<file path="src/rtl/mctrl_pkg.sv">
// mctrl_pkg: shared state encodings, opcodes and select codes for multicycle_ctrl_v2.
package mctrl_pkg;
    localparam logic [3:0] S_FETCH     = 4'd0;
    localparam logic [3:0] S_DECODE    = 4'd1;
    localparam logic [3:0] S_MEM_ADDR  = 4'd2;
    localparam logic [3:0] S_MEM_READ  = 4'd3;
    localparam logic [3:0] S_MEM_WB    = 4'd4;
    localparam logic [3:0] S_MEM_WRITE = 4'd5;
    localparam logic [3:0] S_R_EXEC    = 4'd6;
    localparam logic [3:0] S_R_WB      = 4'd7;
    localparam logic [3:0] S_BRANCH    = 4'd8;
    localparam logic [3:0] S_JUMP      = 4'd9;
    localparam logic [3:0] S_ADDI_EXEC = 4'd10;
    localparam logic [3:0] S_ADDI_WB   = 4'd11;
    localparam logic [3:0] S_TRAP      = 4'd12;
    localparam logic [3:0] S_JAL       = 4'd13;

    localparam logic [5:0] OP_RTYPE = 6'b000000;
    localparam logic [5:0] OP_J     = 6'b000010;
    localparam logic [5:0] OP_JAL   = 6'b000011;
    localparam logic [5:0] OP_BEQ   = 6'b000100;
    localparam logic [5:0] OP_BNE   = 6'b000101;
    localparam logic [5:0] OP_ADDI  = 6'b001000;
    localparam logic [5:0] OP_LW    = 6'b100011;
    localparam logic [5:0] OP_SW    = 6'b101011;

    localparam logic [1:0] ALU_ADD   = 2'b00;
    localparam logic [1:0] ALU_SUB   = 2'b01;
    localparam logic [1:0] ALU_FUNCT = 2'b10;

    localparam logic [1:0] RD_RT = 2'b00;
    localparam logic [1:0] RD_RD = 2'b01;
    localparam logic [1:0] RD_RA = 2'b10;

    localparam logic [1:0] M2R_ALU = 2'b00;
    localparam logic [1:0] M2R_MEM = 2'b01;
    localparam logic [1:0] M2R_PC  = 2'b10;
endpackage

</file>
<file path="src/rtl/mctrl_retire_counter.sv">
// mctrl_retire_counter: wrapping count of retired instructions.
module mctrl_retire_counter #(
    parameter int CNT_W = 32
) (
    input  logic             clk,
    input  logic             reset,
    input  logic             inc,
    output logic [CNT_W-1:0] count
);
    logic [CNT_W-1:0] count_q;
    always_ff @(posedge clk) begin
        if (reset) count_q <= '0;
        else if (inc) count_q <= count_q + 1'b1;
    end
    assign count = count_q;
endmodule

</file>
<file path="src/rtl/multicycle_ctrl_v2.sv">
// multicycle_ctrl_v2: multicycle MIPS control FSM with memory stalls, illegal-op trap and retire count.
// Define MCTRL_JAL_EN to decode opcode 000011 as JAL instead of trapping.
module multicycle_ctrl_v2
    import mctrl_pkg::*;
#(
    parameter int OPCODE_W  = 6,
    parameter int CNT_W     = 32,
    parameter bit TRAP_HALT = 1'b1
) (
    input  logic                clk,
    input  logic                reset,
    input  logic [OPCODE_W-1:0] opCode,
    input  logic                zero,
    input  logic                mem_ready,
    output logic                PCWrite,
    output logic                PCWriteCond,
    output logic                BranchNe,
    output logic                IorD,
    output logic                MemRead,
    output logic                MemWrite,
    output logic                IRWrite,
    output logic                RegWrite,
    output logic                ALUSrcA,
    output logic [1:0]          ALUSrcB,
    output logic [1:0]          PCSource,
    output logic [1:0]          ALUOp,
    output logic [1:0]          MemtoReg,
    output logic [1:0]          RegDst,
    output logic                illegal_op,
    output logic [CNT_W-1:0]    retired,
    output logic [3:0]          state_o
);
    logic [3:0] state_q, state_d, dec_d;
    logic       illegal_q, done;
    // The zero flag gates branches in the datapath, so the FSM never looks at it.
    logic       unused_zero;
    assign unused_zero = zero;

    always_comb begin
        dec_d = S_TRAP;
        case (opCode)
            OP_RTYPE:      dec_d = S_R_EXEC;
            OP_ADDI:       dec_d = S_ADDI_EXEC;
            OP_LW, OP_SW:  dec_d = S_MEM_ADDR;
            OP_BEQ, OP_BNE: dec_d = S_BRANCH;
            OP_J:          dec_d = S_JUMP;
`ifdef MCTRL_JAL_EN
            OP_JAL:        dec_d = S_JAL;
`endif
            default:       dec_d = S_TRAP;
        endcase
    end

    always_comb begin
        state_d = S_FETCH;
        done    = 1'b0;
        case (state_q)
            S_FETCH:     state_d = mem_ready ? S_DECODE : S_FETCH;
            S_DECODE:    state_d = dec_d;
            S_MEM_ADDR:  state_d = (opCode == OP_LW) ? S_MEM_READ : S_MEM_WRITE;
            S_MEM_READ:  state_d = mem_ready ? S_MEM_WB : S_MEM_READ;
            S_MEM_WRITE: begin
                state_d = mem_ready ? S_FETCH : S_MEM_WRITE;
                done    = mem_ready;
            end
            S_R_EXEC:    state_d = S_R_WB;
            S_ADDI_EXEC: state_d = S_ADDI_WB;
            S_MEM_WB, S_R_WB, S_BRANCH, S_JUMP, S_ADDI_WB: done = 1'b1;
`ifdef MCTRL_JAL_EN
            S_JAL:       done = 1'b1;
`endif
            S_TRAP:      state_d = TRAP_HALT ? S_TRAP : S_FETCH;
            default:     state_d = S_FETCH;
        endcase
    end

    always_ff @(posedge clk) begin
        if (reset) begin
            state_q   <= S_FETCH;
            illegal_q <= 1'b0;
        end else begin
            state_q <= state_d;
            if (state_d == S_TRAP) illegal_q <= 1'b1;
        end
    end

    mctrl_retire_counter #(.CNT_W(CNT_W)) u_retire (
        .clk   (clk),
        .reset (reset),
        .inc   (done),
        .count (retired)
    );

    assign illegal_op = illegal_q;
    assign state_o    = state_q;

    // Reset forces every control low in the same cycle so no write slips through.
    always_comb begin
        PCWrite     = 1'b0;
        PCWriteCond = 1'b0;
        BranchNe    = 1'b0;
        IorD        = 1'b0;
        MemRead     = 1'b0;
        MemWrite    = 1'b0;
        IRWrite     = 1'b0;
        RegWrite    = 1'b0;
        ALUSrcA     = 1'b0;
        ALUSrcB     = 2'b00;
        PCSource    = 2'b00;
        ALUOp       = ALU_ADD;
        MemtoReg    = M2R_ALU;
        RegDst      = RD_RT;
        if (!reset) begin
            case (state_q)
                S_FETCH: begin
                    MemRead = 1'b1;
                    ALUSrcB = 2'b01;
                    IRWrite = mem_ready;
                    PCWrite = mem_ready;
                end
                S_DECODE:    ALUSrcB = 2'b11;
                S_MEM_ADDR, S_ADDI_EXEC: begin
                    ALUSrcA = 1'b1;
                    ALUSrcB = 2'b10;
                end
                S_MEM_READ: begin
                    MemRead = 1'b1;
                    IorD    = 1'b1;
                end
                S_MEM_WB: begin
                    RegWrite = 1'b1;
                    MemtoReg = M2R_MEM;
                end
                S_MEM_WRITE: begin
                    MemWrite = 1'b1;
                    IorD     = 1'b1;
                end
                S_R_EXEC: begin
                    ALUSrcA = 1'b1;
                    ALUOp   = ALU_FUNCT;
                end
                S_R_WB: begin
                    RegWrite = 1'b1;
                    RegDst   = RD_RD;
                end
                S_BRANCH: begin
                    ALUSrcA     = 1'b1;
                    ALUOp       = ALU_SUB;
                    PCWriteCond = 1'b1;
                    PCSource    = 2'b01;
                    BranchNe    = (opCode == OP_BNE);
                end
                S_JUMP: begin
                    PCWrite  = 1'b1;
                    PCSource = 2'b10;
                end
                S_ADDI_WB:   RegWrite = 1'b1;
`ifdef MCTRL_JAL_EN
                S_JAL: begin
                    PCWrite  = 1'b1;
                    PCSource = 2'b10;
                    RegWrite = 1'b1;
                    RegDst   = RD_RA;
                    MemtoReg = M2R_PC;
                end
`endif
                default: ;
            endcase
        end
    end
endmodule
</file>
<file path="config.mk">
export PLATFORM = sky130hd
export DESIGN_NAME = multicycle_ctrl_v2
export DESIGN_NICKNAME = d
export VERILOG_FILES = /design/src/rtl/mctrl_pkg.sv /design/src/rtl/mctrl_retire_counter.sv /design/src/rtl/multicycle_ctrl_v2.sv
export SDC_FILE = /design/constraint.sdc
export NUM_CORES = 1
export LEC_CHECK = 0
export ABC_AREA = 1
export CAP_MARGIN = 20
export CORE_MARGIN = 2
export CORE_UTILIZATION = 45
export CTS_CLUSTER_DIAMETER = 30
export CTS_CLUSTER_SIZE = 10
export DETAILED_ROUTE_END_ITERATION = 16
export PLACE_DENSITY_LB_ADDON = 0.08
export SYNTH_ARGS = -nofsm -noshare
export SYNTH_HDL_FRONTEND = slang
export SYNTH_SLANG_ARGS = --single-unit
</file>
<file path="constraint.sdc">
create_clock -name clk -period 1.4 [get_ports clk]
set_input_delay 0.21 -clock clk [delete_from_list [all_inputs] [get_ports clk]]
set_output_delay 0.21 -clock clk [all_outputs]
set_load 0.03 [all_outputs]
</file>
==> impl_metrics.toml <==
[floorplanning]
ioPinCount = 66
die_x_um = 79.5
start_util_pct = 46.5
die_h_um = 79.5
core_area_mm2 = 0.00551
die_area_mm2 = 0.00631
rows = 27

[critical_path]
rr_endpoint = "illegal_op"
cp_common_cell = "buf_6"
cp_slowest_cell = "dfxtp_4"
rr_startpoint = "state_o[2]"
worstPathMaxFanout = 5
crit_type = "register to primary output"
cp_cell_sequence = "nor2_4 > inv_2 > buf_6 > nor3_4 > buf_6"
worstRegToRegCells = 10
crit_path_end_kind = "primary output"
crit_path_start = "state_o[2]"
r2r_slack_ns = -0.28
cpPeakStageDelay_ns = 0.39
required_ns = 1.19
arrival_ns = 1.59
start_kind = "register"

[final_layout]
multiInputGateArea_mm2 = 0.00218
layout.cells.most_common = "nand2_1"
area_growth_pct = 86.1
regArea_um2 = 786
fillCellCount = 316
finalNetCount = 606
antenna_cells = 0
layout_common_cells = "nand2_1 (121), buf_4 (71), nor2_1 (54), dlygate4sd2_1 (33), inv_1 (32)"
drive_gt1_share_pct = 46.3
final_util_pct = 86.6

[detailed_routing]
drt_pass1_iterations = 5
vias_per_cell = 5.75
drc = 0
drt-initial-drc-count = 378
vias = 3843
wl_per_cell_um = 18.8
routed_wl_mm = 12.5
antenna_left = 0

[global_route]
antenna_found_initial = 0
grt_pass1_vias = 3438
overflow = 0
globalRouteTotalUtil_pct = 32.6
grt_pass1_wl_mm = 16.2
grt_max_degree = 18

[synth]
synthCells = 447
yosys_warnings = 0
synth_mux_area_share_pct = 0
ys_types = 28
synth_fa_ha_area_share_pct = 0.488
dominantRegCellSynth = "dfxtp_1"
async_flop_share_pct = 0
syn-mean-instance-area_um2 = 5.73
synth-xor-area-share_pct = 2.73
ys_seq_area_share_pct = 28.9
yosys.area_share.simple_pct = 47.2
synth_top_family_by_area = "simple AND/OR/NAND/NOR gates"
synth_area_mm2 = 0.00256
synth_edf_count = 0
ys_seq_elements = 37
synth_compound_area_share_pct = 10.4

[status]
status = "finished with violations"
violations = "negative setup slack"

[timing]
rsz0062_at_grt = "true"
timing.fmax_mhz = 556
finalHoldViolCount = 0
clock_skew_ns = 0.0131
relSlewSlack_pct = 59.2
drv_slew = 0
tightest_slew_ns = 0.612
period_minus_slack_ns = 1.80
period_share_pct = 128
timing.final.ws_setup_ns = -0.399
finalSetupViolCount = 55

[power_and_ir_drop]
p_switching_mw = 0.952
p_int_mw = 1.79
peakVddDrop_uv = 565
power_density_mw_per_mm2 = 575
seqPwrFrac_pct = 40.0
power.leakage_nw = 2.25
power.share.switching_pct = 34.7
p_clk_share_pct = 28.0
p_comb_share_pct = 32.0

[placement]
pre_cts_ws_ns = -0.182
place_hpwl_mm = 6.51
gp_congestion = 0.895
place.port_buffers = 62

[min_path]
min_from = "u_retire.count[25]"
whs_path_depth = 2
holdPathEnd = "u_retire.count[25]"
hold_path.class = "register to register"

[clocking]
postCtsHoldBufs = 0
max-clock-path-buffers = 2
clkSinkCount = 37
h-tree-depth = 2
cts_made_buffers = 5
clkLatencyLatePin_ns = 0.30
cts_tree = "yes"
clk_pin_slew_ns = 0.08
clock-root-buffer = "clkbuf_8"

[run]
max-cap-violations = 0
-- worst max-delay path by stage --
stage                    endpoint  cells past startpoint
2_1_floorplan            BranchNe                      4
3_3_place_gp   u_retire.count[14]                      7
3_5_place_dp           illegal_op                     11
4_1_cts               PCSource[0]                      7
5_1_grt                ALUSrcB[0]                      5
6_report               ALUSrcB[0]                      5
-- per-layer routing --
layer	wire length, um	track usage, %	up-vias
li1	-	-	1700
met1	4470	38.4	1742
met2	6020	58.7	292
met3	1090	5.43	109
met4	950	12.1	0
met5	0	0	-
-- area by class of cell --
| class | count | area share (%) |
|---|---|---|
| Clock buffer | 6 | 1.52 |
| Inverter | 45 | 4.01 |
| Tap cell | 72 | 1.89 |
| Multi-Input combinational cell | 352 | 45.6 |
| Sequential cell | 37 | 16.5 |
| Clock inverter | 2 | 0.210 |
| Timing Repair Buffer | 154 | 30.3 |
-- per-stage QoR --
stage | hold WS [ns] | cell area [um2] | instances | setup TNS [ns] | power (mW)
floorplan | 0.478 | 2710 | 448 | -0.250 | 1.40
global route | 0.518 | 4770 | 668 | -13.65 | 2.80
CTS | 0.472 | 4290 | 659 | -6.87 | 2.57
global placement | 0.444 | 3850 | 639 | -2.74 | 1.64
finish | 0.499 | 4770 | 668 | -11.45 | 2.74
detailed placement | 0.456 | 3850 | 639 | -3.68 | 1.65
-- repair_timing --
action	4_1_cts	5_1_grt
setup endpoints to repair	79	59
pin swaps	16	29
setup buffers	12	10
endpoints found under the hold margin	0	0
gates cloned	2	2
gates resized for setup	127	127
-- Yosys cell counts (3+ instances only) --
cell	number	area share (%)
nand2_1	159	23
nor2_1	83	12
inv_1	41	6.0
dfxtp_1	37	29
a21oi_1	35	6.8
nand3_1	18	3.5
nand3b_1	11	3.2
o21ai_0	9	1.8
clkbuf_1	6	0.88
xor2_1	6	2.1
nor3_1	5	0.98
inv_2	4	0.59
nand4_1	4	0.98
nor2_2	4	0.98
buf_4	3	0.88
buf_6	3	1.3
o21ai_1	3	0.59
-- state kept, by name, indices dropped and copies added, names as in the netlist --
| name | flops |
|---|---|
| u_retire.count | 32 |
| state_o | 4 |
| illegal_op | 1 |
-- worst max-delay path, delay by kind of cell, from the launching register on --
family,cells,cell delay [ns]
buf+inv,3,0.45
flops,1,0.39
simple gates,2,0.45
-- power groups by stage --
stage	logic, mW	registers, mW	clock network [mW]
3_3_place_gp	0.529	1.11	0
6_report	0.878	1.10	0.769
5_1_grt	0.903	1.10	0.800
3_5_place_dp	0.541	1.11	0
4_1_cts	0.708	1.09	0.769
2_1_floorplan	0.262	1.14	0
-- cells by family (layout without fill, tap and decap cells) --
| family | Yosys count | in the layout |
|---|---|---|
| AND/OR/NAND/NOR | 290 | 290 |
| buffers and inverters | 59 | 207 |
| AO/OA/AOI/OAI | 51 | 51 |
| flip-flops | 37 | 37 |
| XOR/XNOR | 8 | 8 |
| adder cells (fa/ha/maj) | 1 | 1 |
| other | 1 | 2 |
Note: power is estimated with default switching activity, not from simulation.
